--- src/rtl/key_cond_pkg.sv ---
// Shared types, default constants and width helper for the key conditioner.
// Also used by other board-input blocks that need the same counter sizing.
package key_cond_pkg;

    localparam int DEF_DEB_CYCLES    = 500000;
    localparam int DEF_REPEAT_DELAY  = 25000000;
    localparam int DEF_REPEAT_PERIOD = 5000000;

    localparam logic [1:0] ST_IDLE   = 2'b00;
    localparam logic [1:0] ST_HELD   = 2'b01;
    localparam logic [1:0] ST_REPEAT = 2'b10;

    typedef enum logic [1:0] {
        IDLE   = ST_IDLE,
        HELD   = ST_HELD,
        REPEAT = ST_REPEAT
    } rep_state_e;

    // Bits needed to count 0..n-1, never less than one.
    function automatic int cnt_w(input int n);
        return ($clog2(n) < 1) ? 1 : $clog2(n);
    endfunction

endpackage

--- src/rtl/sync_2ff.sv ---
// Generic two-flop synchroniser for asynchronous board inputs.
// Reset value is a parameter so idle-high and idle-low inputs can share it.
module sync_2ff #(
    parameter int         W       = 1,
    parameter logic [W-1:0] RST_VAL = '0
) (
    input  logic         i_clk,
    input  logic         i_rst,
    input  logic [W-1:0] i_d,
    output logic [W-1:0] o_q
);

    logic [W-1:0] meta;

    always_ff @(posedge i_clk or posedge i_rst) begin
        if (i_rst) begin
            meta <= RST_VAL;
            o_q  <= RST_VAL;
        end else begin
            meta <= i_d;
            o_q  <= meta;
        end
    end

endmodule

--- src/rtl/key_conditioner.sv ---
// Push-button conditioner: sync, debounce, press/release strobes and optional
// auto-repeat (compiled in when KEY_AUTOREPEAT_EN is defined).
//
// state  | meaning
// IDLE   | key released (or repeat disabled), waiting for a debounced press
// HELD   | key pressed, counting the initial repeat delay
// REPEAT | key still held, emitting o_repeat every REPEAT_PERIOD cycles
module key_conditioner
    import key_cond_pkg::*;
#(
    parameter int DEB_CYCLES    = DEF_DEB_CYCLES,
    parameter int REPEAT_DELAY  = DEF_REPEAT_DELAY,
    parameter int REPEAT_PERIOD = DEF_REPEAT_PERIOD
) (
    input  logic i_clk,
    input  logic i_rst,
    input  logic i_key_n,
    output logic o_level,
    output logic o_press,
    output logic o_release,
    output logic o_repeat
);

    localparam int DEB_W = cnt_w(DEB_CYCLES);
    localparam logic [DEB_W-1:0] DEB_TC = DEB_W'(DEB_CYCLES - 1);

    logic             key_s;
    logic [DEB_W-1:0] deb_cnt;
    logic             deb_done;
    logic             rise_evt;
    logic             fall_evt;

    sync_2ff #(
        .W       (1),
        .RST_VAL (1'b0)
    ) u_sync (
        .i_clk (i_clk),
        .i_rst (i_rst),
        .i_d   (~i_key_n),
        .o_q   (key_s)
    );

    // The same terminal-count condition drives o_level, the strobes and the FSM,
    // so every consumer sees the edge in the same cycle.
    assign deb_done = (key_s != o_level) && (deb_cnt == DEB_TC);
    assign rise_evt = deb_done & key_s;
    assign fall_evt = deb_done & ~key_s;

    always_ff @(posedge i_clk or posedge i_rst) begin
        if (i_rst) begin
            deb_cnt   <= '0;
            o_level   <= 1'b0;
            o_press   <= 1'b0;
            o_release <= 1'b0;
        end else begin
            o_press   <= rise_evt;
            o_release <= fall_evt;
            if (key_s == o_level) begin
                deb_cnt <= '0;
            end else if (deb_cnt == DEB_TC) begin
                o_level <= key_s;
                deb_cnt <= '0;
            end else begin
                deb_cnt <= deb_cnt + 1'b1;
            end
        end
    end

`ifdef KEY_AUTOREPEAT_EN
    localparam int REP_MAX = (REPEAT_DELAY > REPEAT_PERIOD) ? REPEAT_DELAY : REPEAT_PERIOD;
    localparam int REP_W   = cnt_w(REP_MAX);
    localparam logic [REP_W-1:0] DELAY_TC  = REP_W'(REPEAT_DELAY - 1);
    localparam logic [REP_W-1:0] PERIOD_TC = REP_W'(REPEAT_PERIOD - 1);

    rep_state_e       state;
    logic [REP_W-1:0] rep_cnt;

    // Release is checked before the terminal count so a release always wins.
    always_ff @(posedge i_clk or posedge i_rst) begin
        if (i_rst) begin
            state    <= IDLE;
            rep_cnt  <= '0;
            o_repeat <= 1'b0;
        end else begin
            o_repeat <= 1'b0;
            case (state)
                IDLE: begin
                    rep_cnt <= '0;
                    if (rise_evt) begin
                        state <= HELD;
                    end
                end
                HELD: begin
                    if (fall_evt) begin
                        state   <= IDLE;
                        rep_cnt <= '0;
                    end else if (rep_cnt == DELAY_TC) begin
                        o_repeat <= 1'b1;
                        rep_cnt  <= '0;
                        state    <= REPEAT;
                    end else begin
                        rep_cnt <= rep_cnt + 1'b1;
                    end
                end
                REPEAT: begin
                    if (fall_evt) begin
                        state   <= IDLE;
                        rep_cnt <= '0;
                    end else if (rep_cnt == PERIOD_TC) begin
                        o_repeat <= 1'b1;
                        rep_cnt  <= '0;
                    end else begin
                        rep_cnt <= rep_cnt + 1'b1;
                    end
                end
                default: begin
                    state   <= IDLE;
                    rep_cnt <= '0;
                end
            endcase
        end
    end
`else
    logic unused_rep_cfg;

    assign unused_rep_cfg = ^{REPEAT_DELAY, REPEAT_PERIOD};
    assign o_repeat       = 1'b0;
`endif

endmodule

--- config.mk ---
export PLATFORM = sky130hd
export DESIGN_NAME = key_conditioner
export DESIGN_NICKNAME = d
export VERILOG_FILES = /design/src/rtl/key_cond_pkg.sv /design/src/rtl/sync_2ff.sv /design/src/rtl/key_conditioner.sv
export SDC_FILE = /design/constraint.sdc
export NUM_CORES = 1
export LEC_CHECK = 0
export ABC_CLOCK_PERIOD_IN_PS = 2100
export CORE_UTILIZATION = 57
export CTS_CLUSTER_SIZE = 12
export DETAILED_ROUTE_END_ITERATION = 12
export PLACE_DENSITY = 0.77
export SLEW_MARGIN = 30
export SYNTH_ARGS = -nofsm -noshare
export SYNTH_HDL_FRONTEND = slang
export SYNTH_SLANG_ARGS = --single-unit
--- constraint.sdc ---
create_clock -name i_clk -period 2.1 [get_ports i_clk]
set_clock_uncertainty 0.1 [all_clocks]
set_input_delay 0.21 -clock i_clk [delete_from_list [all_inputs] [get_ports i_clk]]
set_output_delay 0.21 -clock i_clk [all_outputs]
set_load 0.05 [all_outputs]
==> summary.md, run 1 <==
| Metric | Value |
|---|---|
| Final setup fails | 0 |
| Antenna Nets Post-Route | 0 |
| Drt drc | 0 |
| Synth cell count leaders | 24 x dfrtp_1, 18 x nor2_1, 12 x xnor2_1, 8 x nand4_1, 7 x nand2_1 |
| Vias per cell | 5.500 |
| Tcrit/Tclk final | 91.34% |
| Antenna violations before repair | 0 |
| Filler cells | 167 |
| Width of the chip | 47.52 µm |
| Post-DP Area | 0.001274 mm² |
| M1 GR Usage | 29.78% |
| Port Buffer Count | 5 |
| Initial DRC count | 21 |
| Worst rel slew slack | 66.27% |
| DR pass1 iterations | 4 |
| Endpoints failing hold | 0 |
| FFs w/ async S/R, synth | 100.0% |
| Worst skew pair latency | 310 ps |
| Area of the multi-input gates | 540.5 µm² |
| Synthesized area | 0.001181 mm² |
| Cells after synthesis | 116 |
| Clock slew at reported path FFs | 120 ps |
| Hpwl dp | 1471 µm |
| Final WL | 2061 µm |
| # hold bufs at CTS | 0 |
| Die area | 0.002258 mm² |
| Yosys cell types | 30 |
| I/O pin cnt | 7 |
| Grt met3 use | 4.528% |
| Vias | 836 |
| Actual slew at the worst max-slew pin | 504.4 ps |
| TNS Setup | 0 ps |
| Cell row count | 16 |
| CP top delay family | simple AND/OR/NAND/NOR gates |
| Clk sinks | 24 |
| Worst VDD drop | 0.0004467 V |
| Vias in the first global route | 724 |
| Synthesis Warnings | 0 |
| Net Count, Synth | 120 |
| Main synth FF type | dfrtp_1 |
| Seq cells post-synth | 24 |
| Critical Path Source Type | flop |
| Fin crit period | 1918 ps |
| Total track usage | 21.62% |
| Largest area contributor in the netlist | dfrtp_1 |
| Hold WC Path Type | in -> async |
| Crit Path Max Fanout | 13 |
| RSZ-0062 raised after global routing | no |
| FF/Latch Area | 600.6 µm² |
| GRT overflow | 0 |
| Pins Over Slew Limit | 0 |
| Layout net count | 131 |
| Met2 Use GR | 31.51% |
| Ant diodes | 0 |
| GRT Max-Usage Layer | met2 |
| First-pass GRT wire length | 3256 µm |
| CP Capture Type | flop |
| Synth-to-layout area growth | 10.38% |
| Wire per inst | 13.56 µm |
| Post-cts sizing count | 0 |
| Most common cell in the synthesized netlist | dfrtp_1 |
| Syn avg cell area | 10.18 µm² |
| RD Place Congestion | 0.8541 |
| CTS tree | done |
| Status | complete, no violations |
| Buffers & Inverters on Critical Path | 1 |
| Sequential fraction of the synthesis area | 50.85% |
| Post-route cell area | 0.001304 mm² |
| Cells along the critical path | nor4b_1 > nand2_1 > o31ai_4 > buf_4 > nor2_1 |
| Die height | 47.52 µm |
| Worst EP required | 2210 ps |
| PD cells | 541.9 mW/mm² |
| Clk buf depth | 2 |
| H-tree Lvls | 1 |
| Maximum clock rate | 521.3 MHz |
| Largest net degree at the start of global routing | 25 |
| Synth top area cells | dfrtp_1 51%, xnor2_1 8.9%, nor2_1 5.7%, nand4_1 4.2%, xor2_1 3.0% |
| Share of layout cells above drive strength 1 | 11.20% |
| Post-synth EDFFs | 0 |
| Critical path class | reg -> reg |
| Top cell type's share of synthesized area | 50.85% |
| Slowest-stage cell, CP | dfrtp_1 |
| CP max stage delay | 470 ps |
| Num CTS Buffers | 3 |
| Post-CTS Setup Repair Bufs | 0 |
| Crit path DAT | 2030 ps |
| P_leak | 0.5260 nW |
| Root Driver | clkbuf_4 |
| Core Region | 0.001962 mm² |
| Initial Util | 60.20% |
| Max Cap Viol | 0 |
[cell usage in the layout, fill, tap and decap left out]
| cell | synthesis | routed |
|---|---|---|
| dfrtp_1 | 24 | 24 |
| clkdlybuf4s50_1 | 0 | 5 |
| nand4_1 | 8 | 8 |
| nor4b_1 | 2 | 2 |
| nand3_1 | 6 | 6 |
| clkbuf_4 | 0 | 3 |
| and4_1 | 1 | 1 |
| nor3_1 | 6 | 6 |
| o21ai_0 | 1 | 1 |
| and2_1 | 1 | 1 |
| nand4_4 | 1 | 1 |
| xnor2_1 | 12 | 12 |
| nor4_1 | 3 | 3 |
| ha_1 | 1 | 1 |
| a31o_2 | 1 | 1 |
| mux2_2 | 1 | 1 |
| nor3b_1 | 2 | 2 |
| nor2_1 | 18 | 18 |
| and3_1 | 1 | 1 |
| or4_4 | 1 | 1 |
| a21oi_1 | 2 | 2 |
| nand4_2 | 1 | 1 |
| conb_1 | 1 | 1 |
| o31ai_4 | 1 | 1 |
| nand2_1 | 7 | 7 |
| buf_4 | 1 | 5 |
| or3_1 | 1 | 1 |
| xor2_1 | 4 | 4 |
| inv_1 | 5 | 5 |
[power by group]
part           switching (mW)  internal (mW)
clock network           0.125         0.0671
registers             0.00919          0.469
logic                  0.0238         0.0133
total                   0.158          0.549
[kinds of logic (layout without fill, tap and decap cells)]
logic type      after synthesis  count (layout)  share of synthesized area [%]
buf+inv                       9              18                          3.389
other cells                   1               1                         0.3175
mux                           1               1                         0.9533
compound gates                5               5                          3.813
xor+xnor                     16              16                          11.86
flops                        24              24                          50.85
fa+ha+maj                     1               1                          1.059
simple gates                 59              59                          27.76
[worst paths after layout]
check / startpoint / slack (ps) / cells past startpoint / endpoint
max reg2reg: deb_cnt[7]$_DFF_PP0_ / 180 / 5 / deb_cnt[12]$_DFF_PP0_
min reg2reg: u_sync.meta$_DFF_PP0_ / 260 / 0 / u_sync.o_q$_DFF_PP0_
min in group i_clk: u_sync.meta$_DFF_PP0_ / 260 / 0 / u_sync.o_q$_DFF_PP0_
max in group asynchronous: i_rst / 1530 / 3 / deb_cnt[5]$_DFF_PP0_
min: i_rst / 130 / 3 / deb_cnt[17]$_DFF_PP0_
max: deb_cnt[7]$_DFF_PP0_ / 180 / 5 / deb_cnt[12]$_DFF_PP0_
[metrics by stage]
step	setup slack [ps]	std cells	hold WS [ps]	utilization (%)	total power [mW]
6_report	181.9	152	125.3	66.45	0.7066
5_1_grt	15.28	152	156.0	66.45	0.7373
4_1_cts	125.0	151	126.8	66.07	0.7159
3_5_place_dp	144.8	148	238.7	64.92	0.5241
3_3_place_gp	155.8	148	234.6	64.92	0.5237
2_1_floorplan	298.7	116	124.6	-	0.5118
[tightest hold or removal path: cells and delay by family]
family,cells,cell delay (ps)
buf+inv,3,730
[routing by layer]
metal  vias up  share of wire, %
met5         -                 0
met4         0               2.1
met3         5               3.5
met2        17                45
met1       398                49
li1        416                 -
[flip-flops by register name (all words and copies together), names as in the netlist]
register and flops:
deb_cnt 19, o_level 1, o_press 1, o_release 1
u_sync.meta 1, u_sync.o_q 1
[area by class of cell]
type	count	area share, %
Clock buffer	3	1.727
Inverter	5	1.440
Sequential cell	24	46.07
Multi-Input combinational cell	83	41.46
Tap cell	27	2.591
Timing Repair Buffer	10	6.718
(Power assumes the default switching activity.)
==> inputs of run 2 (changes only) <==
- ABC_AREA: default -> 1
==> run 2 against run 1 <==
Critical path type is now reg -> out. Die area grew 5.7%. Count of clock-buffer cells in the layout is the same. Global-route usage shrank 0.41 points. Total power is 0.39% higher.
==> summary.md, run 2 <==
| Metric | Value |
|---|---|
| Post-cts sizing count | 0 (unchanged) |
| # hold bufs at CTS | 0 (unchanged) |
| Worst skew pair latency | 310 ps (about the same) |
| Max Cap Viol | 0 (unchanged) |
| Vias per cell | 5.094 (-7.4%) |
| Core Region | 0.002022 mm² (+3.1%) |
| Synth cell count leaders | 39 x nor2_1, 24 x dfrtp_1, 22 x nand2_1, 17 x inv_1, 11 x nand3_1 |
| GRT Max-Usage Layer | met2 |
| Synthesis Warnings | 0 (unchanged) |
| FFs w/ async S/R, synth | 100.0% (unchanged) |
| Vias | 973 (+16%) |
| PD cells | 519.6 mW/mm² (-4.1%) |
| DR pass1 iterations | 4 (unchanged) |
| Num CTS Buffers | 3 (unchanged) |
| Worst setup margin | 248.8 ps (+66.93 ps) |
| Pint | 548.1 µW (-0.14%) |
| Antenna Nets Post-Route | 0 (unchanged) |
| Root Driver | clkbuf_4 |
| Hold WC Path Type | in -> async |
| Fin crit period | 1851 ps (-66.93 ps) |
| Largest net degree at the start of global routing | 25 (unchanged) |
| Seq cells post-synth | 24 (unchanged) |
| Post-synth EDFFs | 0 (unchanged) |
| Antenna violations before repair | 0 (unchanged) |
| TNS Setup | 0 ps (unchanged) |
| Ant diodes | 0 (unchanged) |
| Commonest non-fill, non-tap cell in the layout | nor2_1 |
| Share of layout cells above drive strength 1 | 12.80% (+1.6 points) |
| Vias in the first global route | 947 (+31%) |
| Largest register by flop count | deb_cnt |
| Grt met3 use | 3.738% (-0.79 points) |
| M1 GR Usage | 25.31% (-4.5 points) |
| Tcrit/Tclk final | 88.15% (-3.2 points) |
| Initial DRC count | 18 (-14%) |
| Die height | 48.85 µm (+2.8%) |
| Most common cell in the synthesized netlist | nor2_1 |
| CP Capture Type | primary output |
| Clock slew at reported path FFs | 120 ps (about the same) |
| Hpwl dp | 1790 µm (+22%) |
| Synth-to-layout area growth | 9.100% |
| Post-CTS Setup Repair Bufs | 0 (unchanged) |
| Met2 Use GR | 38.89% (+7.4 points) |
| P_leak | 0.5614 nW (+6.7%) |
| Most frequent cells in the layout | 39 x nor2_1, 24 x dfrtp_1, 22 x nand2_1, 17 x inv_1, 11 x nand3_1 |
| Clk buf depth | 2 (unchanged) |
| Cells along the critical path | clkdlybuf4s50_1 |
| Largest register FFs | 19 (unchanged) |
| Final WL | 2273 µm (+10%) |
| Filler cells | 177 (+6.0%) |
| Worst VDD drop | 0.0003940 V (-12%) |
| Comb pwr share | 5.8% (+0.5 points) |
| CP max stage delay | 820 ps (+350 ps) |
| R2R cell count | 6 (+1) |
| Flop pwr share | 66.7% (-0.9 points) |
| First-pass GRT wire length | 3850 µm (+18%) |
| Clk sinks | 24 (unchanged) |
| Synthesized area | 0.001251 mm² (+5.9%) |
| Cells after synthesis | 155 (+34%) |
| Critical path class | reg -> out |
| CP top delay family | buffers and inverters |
| Cell row count | 16 (unchanged) |
| Syn avg cell area | 8.072 µm² (-21%) |
| H-tree Lvls | 1 (unchanged) |
| Yosys cell types | 24 (-20%) |
| Maximum clock rate | 540.2 MHz (+3.6%) |
| Worst EP required | 1790 ps (-420 ps) |
| Buffers & Inverters on Critical Path | 1 (unchanged) |
| Sequential fraction of the synthesis area | 48.00% (-2.8 points) |
| I/O pin cnt | 7 (unchanged) |
| Crit path DAT | 1540 ps (-490 ps) |
| Main synth FF type | dfrtp_1 |
| Port Buffer Count | 5 (unchanged) |
| CTS tree | done |
| RSZ-0062 raised after global routing | no |
| Drt drc | 0 (unchanged) |
| Status | complete, no violations |
| Crit Path Max Fanout | 4 (-9) |
| Top cell type's share of synthesized area | 48.00% (-2.8 points) |
| Endpoints failing hold | 0 (unchanged) |
| Width of the chip | 48.85 µm (+2.8%) |
| Wire per inst | 11.90 µm (-12%) |
| Critical Path Source Type | flop |
| Largest area contributor in the netlist | dfrtp_1 |
| Synth top area cells | dfrtp_1 48%, nor2_1 12%, nand2_1 6.6%, xor2_1 5.6%, inv_1 5.1% |
| Final setup fails | 0 (unchanged) |
| Crit path depth | 1 (-4) |
| Net Count, Synth | 159 (+33%) |
| Total track usage | 21.21% (-0.41 points) |
| Clock share of power | 27.5% (+0.4 points) |
| GRT overflow | 0 (unchanged) |
| Initial Util | 61.88% (+1.7 points) |
| Layout net count | 170 (+30%) |
| Die area | 0.002386 mm² (+5.7%) |
| RD Place Congestion | 0.8425 (-1.4%) |
| Switch Pwr | 161.2 µW (+2.3%) |
| Switching Share | 22.73% (+0.41 points) |
| Setup WS pre-CTS | 591.9 ps (+447.1 ps) |
| Slowest-stage cell, CP | clkdlybuf4s50_1 |
| Pins Over Slew Limit | 0 (unchanged) |
[run 2: changes by cell type after synthesis, sizes merged, moves of 4 or more]
| cell | delta |
|---|---|
| nand2 | +18 |
| nand4 | -8 |
| inv | +14 |
| nand3 | +7 |
| xor2 | +4 |
| nor2 | +29 |
| xnor2 | -11 |
[run 2: logic make-up (layout without fill, tap and decap cells)]
group / count (synthesis) / after routing / synth area share (%)
AOI/OAI and AO/OA: 9 / 9 / 3.700
buffers and inverters: 20 / 29 / 6.300
and+or+nand+nor: 91 / 91 / 34.40
adders and majority gates: 1 / 1 / 0.9998
DFF: 24 / 24 / 48.00
other: 1 / 1 / 0.2997
xor gates and xnor gates: 9 / 9 / 6.300
[run 2: per-layer routing]
| metal | up-vias | share of wire [%] |
|---|---|---|
| met3 | 2 | 2.3 |
| met1 | 458 | 45 |
| li1 | 498 | - |
| met2 | 15 | 52 |
| met4 | 0 | 0.84 |
| met5 | - | 0 |
[run 2: path summary, 6_finish.rpt]
| path | from | to | slack (ps) |
|---|---|---|---|
| worst max-delay path | o_level$_DFFE_PP0P_ | o_level | 250 |
| worst min-delay path | i_rst | deb_cnt[5]$_DFF_PP0_ | 120 |
| worst max register to register | deb_cnt[0]$_DFF_PP0_ | o_level$_DFFE_PP0P_ | 600 |
| worst min register to register | u_sync.meta$_DFF_PP0_ | u_sync.o_q$_DFF_PP0_ | 270 |
| max in group asynchronous | i_rst | deb_cnt[17]$_DFF_PP0_ | 1540 |
| min in group i_clk | u_sync.meta$_DFF_PP0_ | u_sync.o_q$_DFF_PP0_ | 270 |
[run 2: worst min-delay path: stages]
cell             delay, ps
clkdlybuf4s50_1        390
inv_1                   50
buf_4                  280
[run 2: final cells by class]
| type | count | area [µm²] | area share (%) |
|---|---|---|---|
| Sequential cell | 24 | 600.6 | 44.00 |
| Multi-Input combinational cell | 111 | 571.8 | 41.89 |
| Inverter | 19 | 71.32 | 5.225 |
| Clock buffer | 3 | 22.52 | 1.650 |
| Tap cell | 27 | 33.78 | 2.475 |
| Timing Repair Buffer | 7 | 65.06 | 4.766 |
[run 2: power by group through the flow]
stage	combinational (mW)	clock, mW	sequential [mW]
6_report	0.0409	0.195	0.473
5_1_grt	0.0459	0.217	0.474
4_1_cts	0.0416	0.203	0.473
3_5_place_dp	0.0414	0	0.482
3_3_place_gp	0.0405	0	0.482
2_1_floorplan	0.0299	0	0.481
[run 2: through the flow]
step	cells	util, %	power (mW)	cell area, µm²	hold WS (ps)
finish	191	67.51	0.7093	1365	122.5
global route	191	67.51	0.7367	1365	167.7
CTS	191	67.51	0.7175	1365	134.5
detailed placement	188	66.40	0.5236	1343	238.6
global placement	188	66.40	0.5224	1343	247.2
floorplan	155	-	0.5112	1251	124.6
==> inputs of run 3 (changes only) <==
- PLACE_DENSITY: 0.77 -> 0.76
==> run 3 against run 2 <==
Fmax is 1.1% lower. Flip-flop and latch count is the same. Hold slack better by 4.1 ps. Sequential power is essentially flat. Die area stayed put. Combinational power about the same. Count of clock-buffer cells in the layout stayed put. Final cell count is the same. Non-clock buffer count stayed put. Critical path type unchanged. Highest routed layer unchanged.
==> summary.md, run 3 (synthesis results as in run 2) <==
| Metric | Value |
|---|---|
| Tcrit/Tclk final | 89.14% (+0.99 points) |
| Cells along the critical path | clkdlybuf4s50_1 |
| Antenna Nets Post-Route | 0 (unchanged) |
| Setup WS pre-CTS | 574.9 ps (-17.07 ps) |
| Largest register FFs | 19 (unchanged) |
| Root Driver | clkbuf_4 |
| Vias in the first global route | 1007 (+6.3%) |
| GRT overflow | 0 (unchanged) |
| Initial DRC count | 12 (-6) |
| Antenna violations before repair | 0 (unchanged) |
| PD cells | 516.1 mW/mm² (-0.68%) |
| Ant diodes | 0 (unchanged) |
| Actual slew at the worst max-slew pin | 512.3 ps |
| Hpwl dp | 1711 µm (-4.4%) |
| Crit Path Max Fanout | 4 (unchanged) |
| Post-CTS Setup Repair Bufs | 0 (unchanged) |
| Core Region | 0.002022 mm² (unchanged) |
| Max Cap Viol | 0 (unchanged) |
| Buffers & Inverters on Critical Path | 1 (unchanged) |
| Share of layout cells above drive strength 1 | 12.80% (unchanged) |
| CTS tree | done |
| # hold bufs at CTS | 0 (unchanged) |
| Maximum clock rate | 534.2 MHz (-1.1%) |
| Final WL | 2186 µm (-3.8%) |
| CP top delay family | buffers and inverters |
| RD Place Congestion | 0.8639 (+2.5%) |
| Worst rel slew slack | 65.74% |
| Pins Over Slew Limit | 0 (unchanged) |
| H-tree Lvls | 1 (unchanged) |
| Vias per cell | 5.010 (-1.6%) |
| Hold WC Path Type | in -> async |
| Total track usage | 21.79% (+0.58 points) |
| Most frequent cells in the layout | 39 x nor2_1, 24 x dfrtp_1, 22 x nand2_1, 17 x inv_1, 11 x nand3_1 |
| Worst EP required | 1790 ps (about the same) |
| Crit path DAT | 1560 ps (+20 ps) |
| Wire per inst | 11.45 µm (-3.8%) |
| Layout net count | 170 (unchanged) |
| Clk buf depth | 2 (unchanged) |
| P_leak | 0.5614 nW (unchanged) |
| CP Capture Type | primary output |
| Non-Filler Instances | 191 (unchanged) |
| Slowest-stage cell, CP | clkdlybuf4s50_1 |
| Port Buffer Count | 5 (unchanged) |
| Width of the chip | 48.85 µm (unchanged) |
| Fin crit period | 1872 ps (+20.77 ps) |
| I/O pin cnt | 7 (unchanged) |
| Largest net degree at the start of global routing | 25 (unchanged) |
| Worst VDD drop | 0.0004126 V (+4.7%) |
| Die area | 0.002386 mm² (unchanged) |
| Crit path depth | 1 (unchanged) |
| Post-layout util | 67.51% (unchanged) |
| Clk sinks | 24 (unchanged) |
| Critical path class | reg -> out |
| Final setup fails | 0 (unchanged) |
| Synth-to-layout area growth | 9.100% (unchanged) |
| Post-cts sizing count | 0 (unchanged) |
| Cell row count | 16 (unchanged) |
| Critical Path Source Type | flop |
| Drt drc | 0 (unchanged) |
| RSZ-0062 raised after global routing | no |
| Vias | 957 (-1.6%) |
| Commonest non-fill, non-tap cell in the layout | nor2_1 |
| TNS Setup | 0 ps (unchanged) |
| Endpoints failing hold | 0 (unchanged) |
| Placed cells | 188 (unchanged) |
| DR pass1 iterations | 5 (+1) |
| First-pass GRT wire length | 3967 µm (+3.0%) |
| Worst skew pair latency | 310 ps (about the same) |
| Clock slew at reported path FFs | 120 ps (about the same) |
| Largest register by flop count | deb_cnt |
| CP max stage delay | 840 ps (+20 ps) |
| Die height | 48.85 µm (unchanged) |
| Num CTS Buffers | 3 (unchanged) |
| Status | complete, no violations |
| Worst setup margin | 228.0 ps (-20.77 ps) |
| Initial Util | 61.88% (unchanged) |
| R2R cell count | 6 (unchanged) |
## run 3: metrics by stage
| step | total power [mW] | hold WS [ps] | cell area (µm²) |
|---|---|---|---|
| 3_5_place_dp | 0.5240 | 237.2 | 1343 |
| 6_report | 0.7045 | 126.6 | 1365 |
| 4_1_cts | 0.7130 | 134.6 | 1365 |
| 5_1_grt | 0.7407 | 180.8 | 1365 |
| 3_3_place_gp | 0.5224 | 247.1 | 1343 |
| 2_1_floorplan | 0.5112 | 124.6 | 1251 |
## run 3: final cells by class
class,instances,area (µm²)
inverter,19,71.32
clock buffer,3,22.52
sequential,24,600.6
tap,27,33.78
timing repair buffer,7,65.06
multi-input combinational,111,571.8
fill,176,656.9
## run 3: worst paths after layout
kind / start / to / slack (ps)
max: o_level$_DFFE_PP0P_ / o_level / 230
min: i_rst / deb_cnt[18]$_DFF_PP0_ / 130
max reg2reg: deb_cnt[0]$_DFF_PP0_ / deb_cnt[3]$_DFF_PP0_ / 600
min reg2reg: u_sync.meta$_DFF_PP0_ / u_sync.o_q$_DFF_PP0_ / 280
max in group asynchronous: i_rst / deb_cnt[12]$_DFF_PP0_ / 1540
min in group i_clk: u_sync.meta$_DFF_PP0_ / u_sync.o_q$_DFF_PP0_ / 280
## run 3: power breakdown
group | internal (mW) | switching [mW]
combinational | 0.0127 | 0.0279
sequential | 0.468 | 0.00496
clock | 0.0670 | 0.124
total | 0.548 | 0.156
## run 3: per-layer routing
metal	GRT usage, %	routed length (µm)	vias to the layer above
li1	-	-	496
met1	25.47	1018	449
met2	37.96	1105	8
met3	4.361	40	4
met4	10.78	22	0
met5	0	0	-
